[src/rtl/uart_cmd_bridge.sv]
// UART command bridge: decodes 'W'/'R' byte packets from the RX FIFO into
// register-bus transactions and returns an ack byte or read data to the TX FIFO.
module uart_cmd_bridge #(
    parameter int unsigned DataBytes   = 4,
    parameter int unsigned TimeoutBits = 24
) (
    input  logic                   i_clk,
    input  logic                   i_rst,
    input  logic [TimeoutBits-1:0] c_timeout_cyc,
    input  logic                   i_rx_empty,
    output logic                   o_rx_read,
    input  logic [7:0]             i_rx_data,
    input  logic                   i_tx_full,
    output logic                   o_tx_write,
    output logic [7:0]             o_tx_wdata,
    output logic                   o_bus_req,
    output logic                   o_bus_we,
    output logic [7:0]             o_bus_addr,
    output logic [8*DataBytes-1:0] o_bus_wdata,
    input  logic                   i_bus_ack,
    input  logic [8*DataBytes-1:0] i_bus_rdata,
    output logic                   o_busy,
    output logic [7:0]             o_err_cnt
);

    localparam int unsigned W = 8 * DataBytes;
    localparam logic [1:0] LastByte = 2'(DataBytes - 1);
    localparam logic [7:0] CmdWrite = 8'h57;
    localparam logic [7:0] CmdRead  = 8'h52;
    localparam logic [7:0] AckByte  = 8'h4B;

    typedef enum logic [2:0] {StIdle, StAddr, StData, StBus, StResp} state_e;

    state_e                 state_q;
    logic [1:0]             cnt_q;
    logic [TimeoutBits-1:0] tmo_q;
    logic [W-1:0]           resp_q;
    logic [W-1:0]           wdata_next;
    logic                   rx_pop;
    logic                   tmo_fire;
    logic                   err_event;

    // Handshakes, response byte select, and error/timeout qualifiers
    always_comb begin
        rx_pop     = !i_rst && !i_rx_empty && (state_q inside {StIdle, StAddr, StData});
        o_rx_read  = rx_pop;
        o_tx_write = !i_rst && (state_q == StResp) && !i_tx_full;
        o_tx_wdata = o_bus_we ? AckByte : 8'(resp_q >> {cnt_q, 3'b000});
        o_busy     = (state_q != StIdle);
        // New byte enters at the MSB end so the first byte lands in [7:0]
        wdata_next = (o_bus_wdata >> 8) | (W'(i_rx_data) << (W - 8));
        // Fires when the counter would hit zero with no byte arriving
        tmo_fire   = (state_q inside {StAddr, StData}) && i_rx_empty &&
                     (c_timeout_cyc != '0) && (tmo_q <= TimeoutBits'(1));
        err_event  = tmo_fire ||
                     (rx_pop && (state_q == StIdle) &&
                      (i_rx_data != CmdWrite) && (i_rx_data != CmdRead));
    end

    // Packet FSM with registered bus outputs, counters and error count
    always_ff @(posedge i_clk or posedge i_rst) begin
        if (i_rst) begin
            state_q     <= StIdle;
            cnt_q       <= '0;
            tmo_q       <= '0;
            resp_q      <= '0;
            o_bus_req   <= 1'b0;
            o_bus_we    <= 1'b0;
            o_bus_addr  <= '0;
            o_bus_wdata <= '0;
            o_err_cnt   <= '0;
        end else begin
            if (err_event && (o_err_cnt != 8'hFF)) begin
                o_err_cnt <= o_err_cnt + 8'd1;
            end
            unique case (state_q)
                StIdle: begin
                    if (rx_pop && (i_rx_data == CmdWrite)) begin
                        o_bus_we <= 1'b1;
                        tmo_q    <= c_timeout_cyc;
                        state_q  <= StAddr;
                    end else if (rx_pop && (i_rx_data == CmdRead)) begin
                        o_bus_we <= 1'b0;
                        tmo_q    <= c_timeout_cyc;
                        state_q  <= StAddr;
                    end
                end
                StAddr: begin
                    if (rx_pop) begin
                        o_bus_addr <= i_rx_data;
                        tmo_q      <= c_timeout_cyc;
                        cnt_q      <= '0;
                        if (o_bus_we) begin
                            state_q <= StData;
                        end else begin
                            o_bus_req <= 1'b1;
                            state_q   <= StBus;
                        end
                    end else if (tmo_fire) begin
                        state_q <= StIdle;
                    end else if (tmo_q != '0) begin
                        tmo_q <= tmo_q - TimeoutBits'(1);
                    end
                end
                StData: begin
                    if (rx_pop) begin
                        o_bus_wdata <= wdata_next;
                        tmo_q       <= c_timeout_cyc;
                        if (cnt_q == LastByte) begin
                            o_bus_req <= 1'b1;
                            state_q   <= StBus;
                        end else begin
                            cnt_q <= cnt_q + 2'd1;
                        end
                    end else if (tmo_fire) begin
                        state_q <= StIdle;
                    end else if (tmo_q != '0) begin
                        tmo_q <= tmo_q - TimeoutBits'(1);
                    end
                end
                StBus: begin
                    if (o_bus_req && i_bus_ack) begin
                        o_bus_req <= 1'b0;
                        resp_q    <= i_bus_rdata;
                        cnt_q     <= '0;
                        state_q   <= StResp;
                    end
                end
                StResp: begin
                    if (!i_tx_full) begin
                        if (o_bus_we || (cnt_q == LastByte)) begin
                            state_q <= StIdle;
                        end else begin
                            cnt_q <= cnt_q + 2'd1;
                        end
                    end
                end
                default: state_q <= StIdle;
            endcase
        end
    end

endmodule

[config.mk]
export PLATFORM = sky130hd
export DESIGN_NAME = uart_cmd_bridge
export DESIGN_NICKNAME = d
export VERILOG_FILES = /design/src/rtl/uart_cmd_bridge.sv
export SDC_FILE = /design/constraint.sdc
export NUM_CORES = 1
export LEC_CHECK = 0
export ABC_CLOCK_PERIOD_IN_PS = 7500
export CORE_MARGIN = 2
export CORE_UTILIZATION = 54
export DETAILED_ROUTE_END_ITERATION = 16
export PLACE_DENSITY = 0.84
export SLEW_MARGIN = 5
export SYNTH_ARGS = -nofsm -noshare
export SYNTH_HDL_FRONTEND = slang
export SYNTH_SLANG_ARGS = --single-unit
[constraint.sdc]
create_clock -name i_clk -period 7.5 [get_ports i_clk]
set_clock_uncertainty 0.2 [all_clocks]
set_input_delay 2.25 -clock i_clk [delete_from_list [all_inputs] [get_ports i_clk]]
set_output_delay 2.25 -clock i_clk [all_outputs]
set_load 0.005 [all_outputs]
==> summary.md <==
| Metric | Value |
|---|---|
| Outcome | `complete, no violations` |
| Synth Warn # | `0` |
| Max VDD drop | `184.6 uV` |
| Crit Path Class | `in2out` |
| Clock root buffer | `clkbuf_8` |
| Clock insertion delay at the later pin of the skew report | `370 ps` |
| Gr busiest metal | `met2` |
| # H-tree levels | `3` |
| Routability Congestion | `0.8881` |
| Hold WC Path Type | `reg2reg` |
| Post-placement cell count | `740` |
| Syn Area/Cell | `roughly 11 um^2` |
| Crit path cell chain | `clkdlybuf4s50_1 -> or2_2 -> a21oi_1 -> clkdlybuf4s50_1` |
| Seq/Total Area, Yosys | `about 50%` |
| Initial antenna violation count | `0` |
| Fin. max-slew vios | `0` |
| Post-Syn Area | `around 0.0056 mm^2` |
| Vias | `4523` |
| Fraction of registers with async set/reset | `100.0%` |
| Initial DRC count | `roughly 440` |
| First-pass GRT wire length | `around 22000 um` |
| Post-cts sizing count | `0` |
| Post-DRT Antenna Nets | `0` |
| DIE HEIGHT | `~110 um` |
| CP Max Fanout | `6` |
| Seq cells post-synth | `roughly 110` |
| Final period util | `between 80 and 90%` |
| R2R cell count | `5` |
| Die area | `around 0.011 mm^2` |
| Final Net Count | `roughly 690` |
| Number of global-route vias before repair | `between 4000 and 5000` |
| I/O pin count | `130` |
| Total GRT Usage | `24.91%` |
| DP HPWL | `9702 um` |
| Multi-input gate area | `~0.0027 mm^2` |
| GRT overflow | `0` |
| Slew HR | `between 20% and 30%` |
| Slowest library cell on the worst path | `clkdlybuf4s50_1` |
| Net count after synthesis | `roughly 570` |
| Share of cells above drive strength 1 | `around 20%` |
| Met3 Use GR | `between 3 and 4%` |
| Diode count | `0` |
| Min Tclk post-route | `about 6400 ps` |
| Met1 Resource Use GR | `~34%` |
| Initial Util | `between 50% and 60%` |
| Crit path largest cell delay | `560 ps` |
| R2r startpoint | `tmo_q[6]$_DFFE_PP0P_` |
| Area grow syn2layout | `28.39%` |
| Post-CTS setup buffers | `0` |
| Critical Path RT | `around 5000 ps` |
| Setup-failing EPs final | `0` |
| CP dominant cell by count | `clkdlybuf4s50_1` |
| Hold Vio Cnt, Final | `0` |
| Reg-to-Reg End | `tmo_q[23]$_DFFE_PP0P_` |
| Std cell rows | `37` |
| Placeable Area | `around 0.010 mm^2` |
| CP endpoint | `o_rx_read` |
| Unrepaired setup endpoints after global routing | `no` |
| Met2 GRT Util | `roughly 41%` |
| Critical path capture point type | `output port` |
| Yosys cell types | `56` |
| Design area | `~0.007 mm^2` |
| Pleak | `between 2 and 3 nW` |
| CTS Buffer Depth | `2` |
| Power per cell area | `between 300 and 400 mW/mm^2` |
| Crit path max-delay family | `buffers and inverters` |
| Setup tns final | `0 ps` |
| Post-Syn Instances | `around 500` |
| Final Util | `between 70% and 80%` |
| Setup crit start kind | `input pin` |
| Avg WL per Cell | `approximately 18 um` |
| CTS Hold Bufs | `0` |
| Max_cap viols | `0` |
| Most common cell after layout, fill and taps aside | `clkdlybuf4s50_1` |
| Num CTS Buffers | `9` |
| Drt pass-1 iters | `6` |
| CP arrival | `between 3000 and 4000 ps` |
| Routed wire length | `around 13000 um` |
| Pin count of the biggest net entering global routing | `61` |
| Crit path from | `i_rst` |
| Sum of buffers and inverters on the critical path | `2` |
| TritonCTS clock tree | `yes` |
| Critical Path Stages | `4` |
| Die Wd | `between 100 and 150 um` |
| Filler Cell Count | `slightly above 700` |
| Vias per inst | `5.983` |
| Post-DP Area | `around 0.0070 mm^2` |
| Overall power | `0.002552 W` |
| Actual slew at the worst max-slew pin | `1088 ps` |
| Port Buffers | `around 130` |
| Reg2Reg Setup Slack | `4100 ps` |
| Post-synth top flop | `dfrtp_1` |
| Reg clk slew, reported paths | `about 100 ps` |
| Sequential Area | `0.002778 mm^2` |
| CTS sink cnt | `111` |
| DR DRC count | `0` |
| Layout Cells excl Fill | `~760` |
| EDFF count, synth | `0` |
| Most frequent cells in the layout | `129 x clkdlybuf4s50_1, 111 x dfrtp_1, 76 x mux2_2, 32 x nand2_1, 28 x o21ai_0` |
| Highest clock rate | `around 0.16 GHz` |
[final cells by class]
cell class / instances / area share, %
timing repair buffer: 136 / 18.67
clock inverter: 6 / 0.9388
tap: 136 / 2.364
multi-input combinational: 347 / 37.10
sequential: 111 / 38.60
inverter: 10 / 0.5563
clock buffer: 10 / 1.773
[logic make-up (layout without fill, tap and decap cells)]
family          count (synthesis)  after routing  share of synthesized area [%]
simple gates                  136            136                          13.42
compound gates                116            116                          13.62
flops                         111            111                          49.55
mux                            84             84                          18.48
buf+inv                        41            162                          2.946
xor+xnor                        7              7                          1.094
fa+ha+maj                       4              4                         0.8929
[worst reg2reg max path: cells and delay by family, from the launching register on]
| family | cells | cell delay, ps |
|---|---|---|
| buffers and inverters | 1 | 310 |
| AOI/OAI and AO/OA | 2 | 1050 |
| and+or+nand+nor | 2 | 1290 |
| DFF | 1 | 440 |
[cell usage after synthesis (4+ instances only)]
cell / n / share of area [%]
a211oi_1: 6 / 0.80
a21oi_1: 23 / 2.1
a31oi_1: 14 / 1.6
and2_1: 4 / 0.45
and3_1: 4 / 0.45
clkbuf_1: 24 / 1.6
dfrtp_1: 111 / 50
ha_1: 4 / 0.89
inv_1: 10 / 0.67
mux2_2: 76 / 15
mux4_2: 8 / 3.2
nand2_1: 32 / 2.1
nand3_1: 11 / 0.98
nand4_1: 6 / 0.67
nor2_1: 16 / 1.1
nor2b_1: 5 / 0.56
nor3_1: 14 / 1.3
nor4_1: 12 / 1.3
o21ai_0: 28 / 2.5
o22ai_1: 6 / 0.67
o2bb2ai_1: 5 / 0.78
o31ai_1: 4 / 0.54
or2_2: 8 / 0.89
or3_1: 4 / 0.45
or4_1: 4 / 0.54
xor2_1: 4 / 0.62
[how the worst min path moves through the flow]
stage	startpoint	end	slack [ps]	cells after the start
2_1_floorplan	o_bus_addr[0]$_DFFE_PP0P_	o_bus_addr[0]$_DFFE_PP0P_	270	2
3_3_place_gp	o_bus_addr[0]$_DFFE_PP0P_	o_bus_addr[0]$_DFFE_PP0P_	280	2
3_5_place_dp	o_bus_addr[0]$_DFFE_PP0P_	o_bus_addr[0]$_DFFE_PP0P_	290	2
4_1_cts	o_bus_addr[0]$_DFFE_PP0P_	o_bus_addr[0]$_DFFE_PP0P_	310	2
5_1_grt	o_bus_wdata[5]$_DFFE_PP0P_	o_bus_wdata[5]$_DFFE_PP0P_	340	1
6_report	o_bus_addr[0]$_DFFE_PP0P_	o_bus_addr[0]$_DFFE_PP0P_	310	2
[report_power, final]
part,switching [W],internal [W]
registers,0.000229,0.000849
logic,0.000494,0.000615
clock network,0.000206,0.000157
[flip-flops by register name, indices dropped and copies added, names as in the netlist, 2 cells and up]
register and flops:
cnt_q 2, o_bus_addr 8, o_bus_wdata 32, o_err_cnt 8, resp_q 32, state_q 3
tmo_q 24
[per-layer routing]
| layer | vias up | wire length [um] |
|---|---|---|
| li1 | 2127 | - |
| met1 | 2202 | 5832 |
| met2 | 171 | 6572 |
| met3 | 23 | 737 |
| met4 | 0 | 254 |
| met5 | - | 0 |
[stage by stage]
stage,setup WS [ps],hold slack (ps)
after global routing,1078,338.0
after floorplan,2119,273.3
after detailed placement,1168,285.5
after CTS,1152,308.6
final,1133,306.1
after global placement,1195,282.2
No activity file was read; power rests on OpenSTA's default activity.
